**config.mk**
```make
export PLATFORM = sky130hd
export DESIGN_NAME = seq_pattern_detector
export DESIGN_NICKNAME = d
export VERILOG_FILES = /design/src/rtl/seq_pattern_detector.sv
export SDC_FILE = /design/constraint.sdc
export NUM_CORES = 1
export LEC_CHECK = 0
export ABC_CLOCK_PERIOD_IN_PS = 2350
export BUFFER_PORTS_ARGS = -buffer_cell sky130_fd_sc_hd__buf_2
export CAP_MARGIN = 20
export CORE_MARGIN = 3
export CORE_UTILIZATION = 25
export CTS_BUF_LIST = sky130_fd_sc_hd__clkbuf_4 sky130_fd_sc_hd__clkbuf_8
export CTS_CLUSTER_DIAMETER = 100
export DETAILED_ROUTE_END_ITERATION = 10
export GPL_ROUTABILITY_DRIVEN = 0
export HOLD_SLACK_MARGIN = 0.05
export SYNTH_ARGS = -nofsm -noshare
export SYNTH_HDL_FRONTEND = slang
export SYNTH_SLANG_ARGS = --single-unit
```
**constraint.sdc**
```tcl
create_clock -name clk -period 2.35 [get_ports clk]
set_input_delay 0.47 -clock clk [delete_from_list [all_inputs] [get_ports clk]]
set_output_delay 0.47 -clock clk [all_outputs]
set_load 0.02 [all_outputs]
```
**src/rtl/seq_pattern_detector.sv**
```systemverilog
// Programmable serial bit-pattern detector with a saturating match counter.
// Optional SEQDET_TIMESTAMP_EN records the bit index of the most recent match on match_pos.
module seq_pattern_detector #(
   parameter int               PAT_W   = 4,
   parameter int               CNT_W   = 8,
   parameter logic [PAT_W-1:0] DEF_PAT = PAT_W'(4'b0101),
   parameter int               DEF_LEN = 3
) (
   input  logic                         clk,
   input  logic                         rst,
   input  logic                         din_valid,
   input  logic                         din,
   input  logic                         cfg_load,
   input  logic [PAT_W-1:0]             pat,
   input  logic [$clog2(PAT_W+1)-1:0]   pat_len,
   input  logic                         overlap_en,
   input  logic                         clr_cnt,
   output logic                         match,
   output logic [CNT_W-1:0]             match_cnt,
   output logic                         cnt_ovf,
   output logic [15:0]                  match_pos
);

   localparam int               LEN_W   = $clog2(PAT_W+1);
   localparam logic [LEN_W-1:0] MAX_LEN = LEN_W'(PAT_W);

   typedef enum logic {S_FILL, S_HUNT} state_t;

   state_t           state_q;
   logic [PAT_W-1:0] cfgPat_q;
   logic [LEN_W-1:0] cfgLen_q;
   logic [PAT_W-2:0] hist_q;
   logic [LEN_W-1:0] fill_q;
   logic             match_q;
   logic [CNT_W-1:0] cnt_q;
   logic             ovf_q;

   logic [LEN_W-1:0] loadLen_d;
   logic [PAT_W-1:0] window_d;
   logic [LEN_W-1:0] fill_d;
   logic [PAT_W-1:0] lenMask;
   logic             winHit;
   logic             compareNow;
   logic             matchNow;

   // Only PAT_W-1 history bits are kept: the oldest bit of a full window is the
   // one that would be shifted out, so it never takes part in a compare.
   always_comb begin
      loadLen_d = pat_len;
      if (pat_len == '0 || pat_len > MAX_LEN) begin
         loadLen_d = MAX_LEN;
      end
      window_d = {hist_q, din};
      fill_d   = (fill_q < MAX_LEN) ? fill_q + 1'b1 : fill_q;
      lenMask  = '0;
      for (int i = 0; i < PAT_W; i++) begin
         lenMask[i] = (LEN_W'(i) < cfgLen_q);
      end
      winHit     = ((window_d ^ cfgPat_q) & lenMask) == '0;
      compareNow = (state_q == S_HUNT) || (fill_d == cfgLen_q);
      matchNow   = din_valid && !cfg_load && compareNow && winHit;
   end

   always_ff @(posedge clk or negedge rst) begin
      if (!rst) begin
         state_q  <= S_FILL;
         cfgPat_q <= DEF_PAT;
         cfgLen_q <= LEN_W'(DEF_LEN);
         hist_q   <= '0;
         fill_q   <= '0;
         match_q  <= 1'b0;
         cnt_q    <= '0;
         ovf_q    <= 1'b0;
      end else begin
         match_q <= matchNow;
         if (cfg_load) begin
            cfgPat_q <= pat;
            cfgLen_q <= loadLen_d;
            hist_q   <= '0;
            fill_q   <= '0;
            state_q  <= S_FILL;
         end else if (din_valid) begin
            hist_q <= window_d[PAT_W-2:0];
            if (matchNow && !overlap_en) begin
               fill_q  <= '0;
               state_q <= S_FILL;
            end else begin
               fill_q <= fill_d;
               if (compareNow) begin
                  state_q <= S_HUNT;
               end
            end
         end
         // A clear in the same cycle as a match still lets the pulse through.
         if (clr_cnt) begin
            cnt_q <= '0;
            ovf_q <= 1'b0;
         end else if (matchNow) begin
            if (&cnt_q) begin
               ovf_q <= 1'b1;
            end else begin
               cnt_q <= cnt_q + 1'b1;
            end
         end
      end
   end

   assign match     = match_q;
   assign match_cnt = cnt_q;
   assign cnt_ovf   = ovf_q;

`ifdef SEQDET_TIMESTAMP_EN
   logic [15:0] bitIdx_q;
   logic [15:0] pos_q;

   always_ff @(posedge clk or negedge rst) begin
      if (!rst) begin
         bitIdx_q <= '0;
         pos_q    <= '0;
      end else begin
         if (cfg_load) begin
            bitIdx_q <= '0;
         end else if (din_valid) begin
            bitIdx_q <= bitIdx_q + 16'd1;
         end
         if (matchNow) begin
            pos_q <= bitIdx_q;
         end
      end
   end

   assign match_pos = pos_q;
`else
   assign match_pos = 16'd0;
`endif

endmodule

```
; ---- After elaboration in Yosys (flattened, before gate mapping)
; Cells that the tools add are included.
[totals]
ff_bits = 24
in_bits = 14
elab_cells = 55
[classes]
add_sub_neg = 2
magnitude_cmp = 6
n_eq_ne = 2
muxes = 17
n_bitwise = 2
reduce_logical = 18
[op_table]
columns = operator, count
row1 = 8-bit 2-to-1 mux, 3
row2 = 3-bit 2-to-1 mux, 7
row3 = 8-bit by 1-bit adder with 8-bit output (second input constant), 1
row4 = 8-bit AND reduction, 1
row5 = 1-bit 2-to-1 mux, 7
row6 = 1-bit by 3-bit less-than comparator with 1-bit output (first input constant), 2
row7 = 2-bit by 3-bit less-than comparator with 1-bit output (first input constant), 2
row8 = 2-bit AND reduction, 3
row9 = 2-bit nonzero test, 3
row10 = 4-bit AND, 1
row11 = 1-bit logical AND, 4
row12 = 4-bit zero test, 1
row13 = 4-bit bitwise XOR, 1
row14 = 3-bit by 1-bit adder with 3-bit output (second input constant), 1
row15 = 3-bit equality test, 1
row16 = 3-bit > comparator (second input constant), 1
row17 = 3-bit zero test, 1
row18 = 3-bit less-than comparator (second input constant), 1
row19 = 3-bit nonzero test, 1
row20 = 1-bit zero test, 2
row21 = 1-bit logical OR, 2
row22 = 2-bit inequality test (second input constant), 1

; ---- Longest topological paths before layout
; Gate-level depths: netlist of the first run.
[depth]
ltp_word = 10
ltp_mapped = 7
depth_no_buf = 6

; ---- Least setup slack after synthesis of the first run
; Ideal clock, no wire load.
[synth_path]
kind = register -> register
startpoint = register fill_q[0]
endpoint = register cnt_q[2], in the netlist match_cnt[2]
setup_ns = 0.078
t_arrival_ns = 2.054
slack_ns = 0.218
stages_incl_launch_ff = 8
period_less_slack_ns = 2.132
cell_sequence = dfrtp_1 > ha_1 > xor2_1 > nor3_1 > o311ai_1 > clkbuf_1 > or4_1 > a21oi_1
[synth_between]
elab_chain_len = 8
elab_cells_between_ends = 9
cone_classes = add/sub (1) / order compare (1) / eq/ne (1) / mux (1) / reduce/logical (5)
[synth_lines]
columns = item, line
row1 = start: declaration, 33  ; logic [LEN_W-1:0] fill_q;
row2 = start signal: assignment, 88  ; fill_q <= fill_d;
row3 = 3-bit by 1-bit adder with 3-bit output / 3-bit less-than comparator (equally long branches), 54  ; fill_d = (fill_q < MAX_LEN) ? fill_q + 1'b1 : fill_q;
row4 = 3-bit 2-to-1 mux (*), 54
row5 = 3-bit equality test (*), 60  ; compareNow = (state_q == S_HUNT) || (fill_d == cfgLen_q);
row6 = 1-bit logical OR (*), 60
row7 = 1-bit logical AND (*) (2 in series), 61  ; matchNow = din_valid && !cfg_load && compareNow && winHit;
row8 = 2-bit nonzero test (no line) (*), -
row9 = 2-bit AND reduction (no line) (*), -
row10 = end signal: assignment, 102  ; cnt_q <= cnt_q + 1'b1;
row11 = end: declaration, 35  ; logic [CNT_W-1:0] cnt_q;
; Mark *: on every way between the ends. The rest lies on a longest branch, timed or not.
; A chain may end at the register's enable or synchronous reset.

; ---- Worst setup path in the final report of the first run
[layout_path]
startpoint = register fill_q[1]
endpoint = register cnt_q[2], in the netlist match_cnt[2]
; The elaborated chain is that of the path after synthesis.

==> impl_metrics.ini, run 1 <==
[clock_tree]
clk_latency_ns = 0.27
cts_tree = done
cts_max_level = 1
clockBufferDepth = 2
clkSinkCount = 24
cts_buffers = 3
cts_root_buf = clkbuf_8
path_clk_slew_ns = 0.09
post-cts-setup-buffers = 0

[floorplan]
pin_count = 40
rows = 27
die_w_um = 82.1
start_util = 0.261
core_area_um2 = 5540
die_area_um2 = 6740
die_h_um = 82.1

[synth]
netlist-cell-type-count = 39
avgSynthCellArea_um2 = 9.65
async_reset_ff_frac = 1.00
synth_area_um2 = 1450
synth_edf_count = 0
synth_flop_cell = dfrtp_1
ys_warn_count = 0
yosysSeqAreaShare = 0.418
synth_cells = 150
yosys_register_bits = 24

[drt]
ant_nets = 0
vias = 1124
wl_um = 2990
viasPerCell = 4.53
first_iter_violations = 40
drc = 0
drtPass1Iterations = 4
wl_per_cell_um = 12.1

[power_and_ir_drop]
comb_power_share = 0.194
p_leak_nw = 0.764
power.total_mw = 0.886
seq_power_share = 0.510
intPower_mw = 0.636
pwr_density_cell_nw_per_um2 = 531
power_frac_clock = 0.296
p_sw_frac = 0.282
ir_drop_uv = 263
p_sw_mw = 0.250

[sta]
worst_pin_slew_ns = 0.743
slew_violations = 0
slew-limit-headroom = 0.501
finalSetupViolCount = 0
rsz0062_at_grt = true
report.final.hold_viol_count = 0
whs_ns = 0.181
period_share = 0.982
skew_ns = 0.0109
fin_crit_ns = 2.31
clock.fmax_mhz = 433

[grt]
grt_pass1_vias = 1024
track_usage = 0.0937
overflow = 0
grt_max_degree = 25
grt_pass1_wl_um = 4930
antenna_found_initial = 0

[finish]
layout.cells.non_filler = 248
n_fill_cell = 607
postLayoutCoreUtil = 0.301
regArea_um2 = 606
drive_above_1_share = 0.290
antennaDiodeCount = 0
fin_area_um2 = 1670
nNetsFinal = 194
syn_to_final_growth_pct = 15.3
multiInputGateArea_um2 = 731

[critical_path]
arrival_ns = 2.51
crit_type = register to register
cp.required_ns = 2.55
end_kind = register
cp-start-kind = register
worstPathMaxFanout = 8

[flow_run]
cap_violations = 0

[worst_hold_path]
hold_path.class = primary input to asynchronous set/reset pin

[placed_design]
io_buffers = 23
detailed_place_hpwl_um = 2280
dp_cells = 244
place_area_um2 = 1610

[run_status]
status = finished clean
[sequential cells by signal, indices dropped and copies added, names as in the netlist]
register	count
state_q	1
cnt_ovf	1
cfgPat_q	4
fill_q	3
match	1
cfgLen_q	3
match_cnt	8
hist_q	3
[repair_timing]
item / in CTS / in global routing
gates resized for setup: 0 / 1
hold buffers: 0 / 0
endpoints found under the setup margin: 0 / 8
[metal layers]
metal | vias up | track usage | part of all wire | wire (um)
met5 | - | 0 | 0 | 0
met4 | 0 | 0.0382 | 0.0050 | 15
met3 | 2 | 0.00976 | 0.033 | 100
met2 | 23 | 0.151 | 0.51 | 1520
met1 | 543 | 0.128 | 0.45 | 1360
li1 | 556 | - | - | -
[path summary, 6_finish.rpt]
check | endpoint | slack [ns] | startpoint | depth (start not counted)
max reg2reg | match_cnt[2] | 0.04 | fill_q[1] | 7
max | match_cnt[2] | 0.04 | fill_q[1] | 7
max in group asynchronous | cfgLen_q[1] | 1.78 | rst | 1
min in group clk | cfgPat_q[1] | 0.44 | pat[1] | 2
min | match_cnt[6] | 0.18 | rst | 1
min reg2reg | cnt_ovf | 0.51 | cnt_ovf | 2
[kinds of logic (layout without fill, tap and decap cells)]
kind of cell             count (synthesis)  after routing  synth area share
adder cells (fa/ha/maj)                  3              3            0.0259
buffers and inverters                   30             41             0.121
XOR/XNOR                                 8              8            0.0579
AO/OA/AOI/OAI                           31             31             0.137
AND/OR/NAND/NOR                         44             44             0.171
other                                    1             16           0.00259
flip-flops                              24             24             0.418
multiplexers                             9              9            0.0665
[layout make-up]
class                   instances  area share
flip-flops and latches         24       0.363
inverters                       7      0.0157
well taps                      72      0.0540
repair buffers                 30       0.100
multi-input cells             111       0.438
clock buffers                   4      0.0292
[stage by stage]
stage	TNS (ns)	setup slack [ns]
after floorplan	0	0.218
after global placement	0	0.108
after detailed placement	0	0.0471
after CTS	0	0.0290
after global routing	-0.458	-0.105
final	0	0.0418
[synth_stat cells (2+ instances only)]
library cell	number	area [um^2]
a21oi_1	12	60.1
and3_1	2	12.5
buf_2	2	10.0
buf_4	16	120
clkbuf_1	4	15.0
dfrtp_1	20	500
dfstp_2	4	105
ha_1	3	37.5
inv_1	7	26.3
mux2_2	5	56.3
mux2i_1	4	40.0
nand2_1	7	26.3
nand2b_1	2	12.5
nand3_1	5	25.0
nand3b_1	2	15.0
nor2_1	7	26.3
nor2b_1	2	12.5
nor3_1	4	20.0
o21ai_0	5	25.0
o31ai_1	8	60.1
or3_2	2	15.0
or4_1	4	30.0
or4_2	2	17.5
xor2_1	6	52.6
[power groups by stage]
stage | clock network [mW] | logic [mW] | registers (mW)
finish | 0.262 | 0.171 | 0.452
global route | 0.290 | 0.191 | 0.456
floorplan | 0 | 0.134 | 0.458
global placement | 0 | 0.166 | 0.460
detailed placement | 0 | 0.170 | 0.460
CTS | 0.274 | 0.171 | 0.452
[placed cells by master (no fill, tap or decap), types with 3 or more instances in the layout]
| master | synthesis | final |
|---|---|---|
| buf_2 | 2 | 23 |
| dfrtp_1 | 20 | 20 |
| conb_1 | 1 | 16 |
| a21oi_1 | 12 | 12 |
| o31ai_1 | 8 | 8 |
| inv_1 | 7 | 7 |
| nand2_1 | 7 | 7 |
| nor2_1 | 7 | 7 |
| buf_4 | 16 | 7 |
| xor2_1 | 6 | 6 |
| o21ai_0 | 5 | 5 |
| nand3_1 | 5 | 5 |
| mux2_2 | 5 | 5 |
| nor3_1 | 4 | 4 |
| or4_1 | 4 | 4 |
| mux2i_1 | 4 | 4 |
| dfstp_2 | 4 | 4 |
| ha_1 | 3 | 3 |
| clkbuf_8 | 0 | 3 |
[worst max-delay path: stages (launching register included)]
cell,delay [ns]
dfrtp_1,0.39
ha_1,0.32
xor2_1,0.17
nor3_1,0.31
o311ai_2,0.22
buf_4,0.21
or4_1,0.46
a21oi_1,0.15
(Power assumes the default switching activity.)
==> run 2, diff against run 1 <==
--- a/config.mk
+++ b/config.mk
@@ -15,6 +15,7 @@
 export DETAILED_ROUTE_END_ITERATION = 10
 export GPL_ROUTABILITY_DRIVEN = 0
 export HOLD_SLACK_MARGIN = 0.05
+export RECOVER_POWER = 50
 export SYNTH_ARGS = -nofsm -noshare
 export SYNTH_HDL_FRONTEND = slang
 export SYNTH_SLANG_ARGS = --single-unit
==> run 2 against run 1 <==
Against the previous run: global-route usage is the same; clock-buffer cell count is the same; cell area is essentially flat; maximum frequency is essentially flat; via count is the same; routed wire length is the same; critical path type unchanged; clock power is essentially flat; combinational power is essentially flat.
==> impl_metrics.ini, run 2 (same netlist as run 1, synthesis figures left out) <==
[drt]
first_iter_violations = 40
viasPerCell = 4.53
wl_um = 2990
drc = 0
wl_per_cell_um = 12.1
ant_nets = 0
vias = 1124
drtPass1Iterations = 4

[power_and_ir_drop]
pwr_density_cell_nw_per_um2 = 531
comb_power_share = 0.193
p_leak_nw = 0.762
seq_power_share = 0.511
p_sw_frac = 0.282
p_sw_mw = 0.250
intPower_mw = 0.636
ir_drop_uv = 263
power_frac_clock = 0.296

[sta]
finalSetupViolCount = 0
setup-tns-final_ns = 0
timing.final.ws_setup_ns = 0.0419
slew_violations = 0
rsz0062_at_grt = true
worst_pin_slew_ns = 1.34
period_share = 0.982
slew-limit-headroom = 0.106
fin_crit_ns = 2.31
report.final.hold_viol_count = 0
clock.fmax_mhz = 433
skew_ns = 0.0109

[clock_tree]
path_clk_slew_ns = 0.09
cts_tree = done
cts_buffers = 3
cts_root_buf = clkbuf_8
clockBufferDepth = 2
cts_max_level = 1
clk_latency_ns = 0.27
clkSinkCount = 24

[finish]
drive_above_1_share = 0.284
largest_reg_flops = 8
nNetsFinal = 194
antennaDiodeCount = 0
final_cell_mix = buf_2, dfrtp_1, conb_1, a21oi_1, o31ai_1
syn_to_final_growth_pct = 15.2
layout.cells.non_filler = 248
final_common_cell = buf_2
n_fill_cell = 607

[critical_path]
slowest_stage = or4_1
critical_path.cell_chain = ha_1, xor2_1, nor3_1, o311ai_2, buf_4, or4_1, a21oi_1
crit_type = register to register
cp-start-kind = register
end_kind = register
cp.required_ns = 2.55
critPathTopFamily = simple AND/OR/NAND/NOR gates
arrival_ns = 2.51
slowest_delay_ns = 0.46
path_buf_inv = 1
crit_cells = 7
worstPathMaxFanout = 8
r2r_cells = 7

[grt]
overflow = 0
antenna_found_initial = 0
grt_pass1_vias = 1024
grt_pass1_wl_um = 4930
track_usage = 0.0937
grt_max_degree = 25

[placed_design]
dp_cells = 244
io_buffers = 23
detailed_place_hpwl_um = 2280
pre_cts_ws_ns = 0.0471

[floorplan]
core_area_um2 = 5540
die_w_um = 82.1
pin_count = 40
start_util = 0.261
die_h_um = 82.1
die_area_um2 = 6740
rows = 27

[worst_hold_path]
hold_path.class = primary input to register
hold-path-cell-count = 2

[run_status]
status = finished clean

[flow_run]
cap_violations = 0
run 2: metrics by stage:
stage	hold slack (ns)	util	power, mW	instance area, um^2
2_1_floorplan	0.174	-	0.592	1500
3_3_place_gp	0.495	0.291	0.626	1610
3_5_place_dp	0.495	0.291	0.630	1610
4_1_cts	0.202	0.300	0.897	1660
5_1_grt	0.440	0.301	0.937	1670
6_report	0.436	0.301	0.885	1670
run 2: repair_timing:
| item | CTS | global route |
|---|---|---|
| hold buffers | 0 | 0 |
| setup buffers | 0 | 0 |
| endpoints found under the setup margin | 0 | 8 |
| endpoints found under the hold margin | 0 | 0 |
| gates resized for setup | 0 | 1 |
run 2: worst reg2reg max path: cells and delay by family, from the launching register on:
| kind | cells | cell delay [ns] |
|---|---|---|
| xor gates and xnor gates | 1 | 0.17 |
| adders and majority gates | 1 | 0.32 |
| and+or+nand+nor | 2 | 0.77 |
| DFF | 1 | 0.39 |
| buffers and inverters | 1 | 0.21 |
| AOI/OAI and AO/OA | 2 | 0.37 |
run 2: area by class of cell:
type                       instances  area, um^2  area share
multi-input combinational        111         731       0.438
inverter                           7        26.3      0.0158
timing repair buffer              30         166      0.0998
sequential                        24         606       0.363
clock buffer                       4        48.8      0.0293
tap                               72        90.1      0.0540
run 2: power groups by stage:
stage | sequential (mW) | combinational, mW | clock [mW]
floorplan | 0.458 | 0.134 | 0
global placement | 0.460 | 0.166 | 0
detailed placement | 0.460 | 0.170 | 0
CTS | 0.452 | 0.171 | 0.274
global route | 0.456 | 0.191 | 0.290
finish | 0.452 | 0.171 | 0.262
run 2: worst paths after layout:
path                            from            to  slack [ns]
max in group asynchronous        rst     fill_q[2]        1.07
min in group asynchronous        rst  match_cnt[6]        0.48
max reg2reg                fill_q[1]  match_cnt[2]        0.04
min reg2reg                  cnt_ovf       cnt_ovf        0.51
max                        fill_q[1]  match_cnt[2]        0.04
min                           pat[1]   cfgPat_q[1]        0.44
run 2: metal layers:
layer / up-vias / routed length [um] / GRT usage
met5: - / 0 / 0
met4: 0 / 15 / 0.0382
met3: 2 / 100 / 0.00976
met2: 23 / 1520 / 0.151
met1: 543 / 1360 / 0.128
li1: 556 / - / -
